==> src/rtl/regfile_scoreboard.sv <==
// 32-entry register file with a per-register pending-write scoreboard that stalls decode on RAW hazards.
// Optional write-through bypass and early stall release: define REGFILE_BYPASS_EN.
`timescale 1ns/1ps
module regfile_scoreboard #(
    parameter int NREG = 32,
    parameter int AW   = 5,
    parameter int DW   = 32,
    parameter int CNTW = 2
) (
    input  logic          clk,
    input  logic          clr,
    input  logic          weW,
    input  logic [AW-1:0] writeregW,
    input  logic [DW-1:0] resultW,
    input  logic [AW-1:0] ra1D,
    input  logic [AW-1:0] ra2D,
    input  logic          use1D,
    input  logic          use2D,
    output logic [DW-1:0] rd1D,
    output logic [DW-1:0] rd2D,
    input  logic          issueD,
    input  logic          regwriteD,
    input  logic [AW-1:0] writeregD,
    output logic          stallD,
    output logic [1:0]    sbErr
);

    localparam logic [CNTW-1:0] CNT_MAX = '1;
    localparam logic [CNTW-1:0] CNT_ONE = CNTW'(1);

    logic [DW-1:0]   regs     [NREG];
    logic [CNTW-1:0] cnt      [NREG];
    logic [CNTW-1:0] cnt_next [NREG];
    logic            issue_eff;
    logic            ret_eff;
    logic            pend1;
    logic            pend2;
    logic            ovf;
    logic            unf;

    // Writes to r0 never retire and never issue, so r0 is never tracked.
    assign ret_eff   = weW & (writeregW != '0);
    assign issue_eff = issueD & ~stallD & regwriteD & (writeregD != '0);

    always_comb begin
        // NOTE: every always_comb output gets a default first so no path leaves it unassigned (no latch).
        pend1 = use1D & (ra1D != '0) & (cnt[ra1D] != '0);
        pend2 = use2D & (ra2D != '0) & (cnt[ra2D] != '0);
`ifdef REGFILE_BYPASS_EN
        // The last outstanding write retiring now satisfies the read through the bypass.
        if (ret_eff && (writeregW == ra1D) && (cnt[ra1D] == CNT_ONE)) pend1 = 1'b0;
        if (ret_eff && (writeregW == ra2D) && (cnt[ra2D] == CNT_ONE)) pend2 = 1'b0;
`endif
        stallD = pend1 | pend2;
    end

    always_comb begin
        rd1D = (ra1D == '0) ? '0 : regs[ra1D];
        rd2D = (ra2D == '0) ? '0 : regs[ra2D];
`ifdef REGFILE_BYPASS_EN
        if (weW && (writeregW == ra1D) && (ra1D != '0)) rd1D = resultW;
        if (weW && (writeregW == ra2D) && (ra2D != '0)) rd2D = resultW;
`endif
    end

    // Issue and retire to the same register cancel; saturating ends raise the sticky flags.
    always_comb begin
        ovf = 1'b0;
        unf = 1'b0;
        for (int r = 0; r < NREG; r++) begin
            cnt_next[r] = cnt[r];
            case ({issue_eff && (writeregD == AW'(r)), ret_eff && (writeregW == AW'(r))})
                2'b10: begin
                    if (cnt[r] == CNT_MAX) ovf = 1'b1;
                    else                   cnt_next[r] = cnt[r] + CNT_ONE;
                end
                2'b01: begin
                    if (cnt[r] == '0) unf = 1'b1;
                    else              cnt_next[r] = cnt[r] - CNT_ONE;
                end
                default: cnt_next[r] = cnt[r];
            endcase
        end
    end

    // NOTE: sequential state uses non-blocking assignments so every register samples pre-edge values.
    always_ff @(posedge clk) begin
        if (clr) begin
            // NOTE: the register file is cleared on reset because its architectural state must read 0 afterwards.
            for (int r = 0; r < NREG; r++) begin
                regs[r] <= '0;
                cnt[r]  <= '0;
            end
            sbErr <= '0;
        end else begin
            if (ret_eff) regs[writeregW] <= resultW;
            for (int r = 0; r < NREG; r++) cnt[r] <= cnt_next[r];
            sbErr <= sbErr | {unf, ovf};
        end
    end

endmodule

==> config.mk <==
export PLATFORM = sky130hd
export DESIGN_NAME = regfile_scoreboard
export DESIGN_NICKNAME = d
export VERILOG_FILES = /design/src/rtl/regfile_scoreboard.sv
export SDC_FILE = /design/constraint.sdc
export NUM_CORES = 2
export LEC_CHECK = 0
export BUFFER_PORTS_ARGS = -buffer_cell sky130_fd_sc_hd__buf_2
export CAP_MARGIN = 20
export CORE_MARGIN = 2
export CORE_UTILIZATION = 26
export DETAILED_ROUTE_END_ITERATION = 6
export PLACE_DENSITY = 0.42
export SETUP_SLACK_MARGIN = 0.05
export SYNTH_ARGS = -nofsm -noshare
export SYNTH_HDL_FRONTEND = slang
export SYNTH_SLANG_ARGS = --single-unit
==> constraint.sdc <==
create_clock -name clk -period 4.1 [get_ports clk]
set_input_delay 0.82 -clock clk [delete_from_list [all_inputs] [get_ports clk]]
set_output_delay 0.82 -clock clk [all_outputs]
set_load 0.02 [all_outputs]
==> summary.md <==
| Metric | Value |
|---|---|
| FF+latch count, synth | `1090` |
| Least-Margin Pin Slew | `0.848 ns` |
| Synth Instances | `4598` |
| CTS tree | `built` |
| Unrepaired setup endpoints after global routing | `yes` |
| Total GRT Usage | `0.202` |
| Max incr delay on CP | `0.54 ns` |
| Ys flop type | `edfxtp_1` |
| VDD IR max | `449 uV` |
| Post-synthesis adder-cell area fraction | `0.00166` |
| Worst Path Max Fanout | `11` |
| Clk sinks | `1090` |
| Placed Instances | `7748` |
| Post-Syn Area | `60300 um2` |
| Clk buf depth | `3` |
| Area after DPL | `67600 um2` |
| Synth top area share | `0.510` |
| Post-DRT Antenna Nets | `0` |
| Crit path kind | `in2out` |
| Crit-path cells | `buf_8, buf_12, buf_4, buf_12, mux4_2, mux4_2, a21oi_2, nor2_1, buf_4, buf_2` |
| Max-Cap Viols | `0` |
| CP startpoint kind | `input port` |
| Initial antenna violation count | `36` |
| Crit path time final | `4.05 ns` |
| Distinct cells, synth | `82` |
| Complex-gate fraction of the synthesized area | `0.0572` |
| Fillers | `22772` |
| Gr ovfl total | `0` |
| Status | `finished clean` |
| First-pass GRT wire length | `335000 um` |
| Relative slew slack | `0.434` |
| Fin nets | `4941` |
| Avg Cell Area, Syn | `13.1 um2` |
| Ports | `126` |
| Max Clock Freq | `247 MHz` |
| Synth top area cells | `edfxtp_1 51%, mux4_2 17%, and2_1 10%, mux2i_1 4.3%, dfxtp_1 2.2%` |
| XOR/XNOR Fraction of Synth Area | `0.000291` |
| Avg WL per Cell | `30.3 um` |
| Post-synth ARST share | `0` |
| Root Buffer | `clkbuf_16` |
| Sequential fraction of the synthesis area | `0.532` |
| Leak pwr | `0.0255 uW` |
| Design area | `72700 um2` |
| Row count | `176` |
| CTS H-tree depth | `4` |
| Core area | `230000 um2` |
| CP max-delay cell | `mux4_2` |
| Final std cells w/o fill | `8020` |
| First DRT Iteration DRCs | `4559` |
| Tcrit/Tclk final | `0.988` |
| Max-slew violation count | `0` |
| Clock Skews | `0.0231 ns` |
| Clock transition at the registers of the reported paths | `0.05 ns` |
| EDFF count, synth | `1024` |
| Simple-gate share of the synthesized area | `0.163` |
| Post-synthesis mux area share | `0.214` |
| Die Ht | `486 um` |
| CP Capture Type | `output pin` |
| Post-DP HPWL | `148000 um` |
| Final Hold Fails | `0` |
| Initial DRT Pass Iterations | `5` |
| Vias/cell | `5.18` |
| IO buf count | `125` |
| Routed wire length | `243000 um` |
| Commonest cells after routing, fill and taps aside | `1024 x edfxtp_1, 1003 x and2_1, 457 x mux4_2, 317 x buf_4, 286 x nor2_1` |
| Largest family of logic cells by synthesized area | `multiplexers` |
| GPL Wtd Cong | `0.925` |
| Critical Path AT | `3.23 ns` |
| Req. time, crit path | `3.28 ns` |
| P&R area growth vs syn | `20.6%` |
| Commonest non-fill, non-tap cell in the layout | `edfxtp_1` |
| HP Class | `in2reg` |
| Largest net degree at the start of global routing | `81` |
| DRC viols | `0` |
| Die area | `236000 um2` |
| Die width | `486 um` |
| Layout cells sized above 1 | `0.274` |
| Cts hold-fix bufs | `0` |
| Synth warnings | `0` |
| Initial Util | `0.262` |
| Worst skew pair latency | `0.79 ns` |
| Routed vias | `41540` |
| Endpoints failing setup | `0` |
| Leading area contributor after synthesis | `edfxtp_1` |
| Vias in the first global route | `41749` |
| Pwr dens | `399 nW/um2` |
| Num CTS Buffers | `133` |
==> worst paths after layout <==
| kind | startpoint | endpoint | slack [ns] | cells after the start |
|---|---|---|---|---|
| max | ra2D[0] | rd2D[5] | 0.05 | 10 |
| min | clr | cnt[4][0]$_SDFFE_PP0P_ | 0.43 | 2 |
| max reg2reg | cnt[17][1]$_SDFFE_PP0P_ | sbErr[1]$_SDFF_PP0_ | 0.22 | 15 |
| min reg2reg | cnt[0][1]$_SDFFE_PP0P_ | cnt[0][1]$_SDFFE_PP0P_ | 0.44 | 2 |
==> through the flow <==
stage                     power (uW)  hold slack (ns)   util  setup slack [ns]  TNS [ns]
final                          29000            0.434  0.316            0.0487         0
after detailed placement       17400            0.439  0.294            -0.428     -2.84
after CTS                      29200            0.372  0.313          -0.00410  -0.00410
after floorplan                15400            0.422      -            0.0700         0
after global routing           29900            0.429  0.315           0.00947         0
after global placement         17300            0.439  0.294            -0.390     -2.22
==> per-layer routing <==
| metal | share of wire | vias up | GRT usage |
|---|---|---|---|
| met5 | 0.00026 | - | 0 |
| met4 | 0.046 | 10 | 0.0847 |
| met3 | 0.055 | 404 | 0.0275 |
| met2 | 0.48 | 1445 | 0.336 |
| met1 | 0.42 | 21707 | 0.264 |
| li1 | - | 17974 | - |
==> critical path, delay by kind of cell <==
kind | cells | cell delay [ns]
AOI/OAI and AO/OA | 1 | 0.23
muxes | 2 | 1.07
and+or+nand+nor | 1 | 0.06
buffers and inverters | 6 | 1.02
==> final cells by class <==
type	instances	area [um2]	area share
flip-flops and latches	1090	32100	0.442
multi-input cells	3061	27000	0.371
repair buffers	553	5400	0.0743
well taps	3026	3790	0.0521
clock buffers	168	3500	0.0482
clock inverters	65	712	0.00980
inverters	35	136	0.00188
diodes	22	55.1	0.000758
==> what timing repair did <==
| item | in CTS | in global routing |
|---|---|---|
| pin swaps | 5 | 12 |
| resized for setup | 46 | 77 |
| setup buffers | 2 | 5 |
| setup endpoints to repair | 53 | 40 |
| gates cloned | 2 | 8 |
==> cells in the mapped netlist (all sizes together) (12+ instances only) <==
| cell | count |
|---|---|
| edfxtp | 1024 |
| and2 | 1004 |
| mux4 | 457 |
| clkbuf | 329 |
| nor2 | 324 |
| mux2i | 258 |
| a21oi | 186 |
| o21ai | 125 |
| buf | 114 |
| nor3 | 109 |
| nand2 | 101 |
| o221ai | 67 |
| o22ai | 67 |
| dfxtp | 66 |
| nand2b | 47 |
| nand3 | 44 |
| inv | 35 |
| nand4 | 34 |
| and3 | 22 |
| or2 | 17 |
| a31oi | 12 |
==> registers in the layout (all words and copies together), names as in the netlist <==
name / flops
cnt: 64
sbErr: 2
regs: 1024
==> where the power goes <==
group | switching [uW] | internal [uW]
Combinational | 2510 | 1710
Clock | 5040 | 6710
Sequential | 287 | 12800
==> logic make-up (layout without fill, tap and decap cells) <==
kind of cell,after synthesis,count (layout)
AND/OR/NAND/NOR,1756,1756
flip-flops,1090,1090
multiplexers,716,716
AO/OA/AOI/OAI,547,547
buffers and inverters,478,821
adder cells (fa/ha/maj),8,8
XOR/XNOR,2,2
other,1,54
Note: power is estimated with default switching activity, not from simulation.
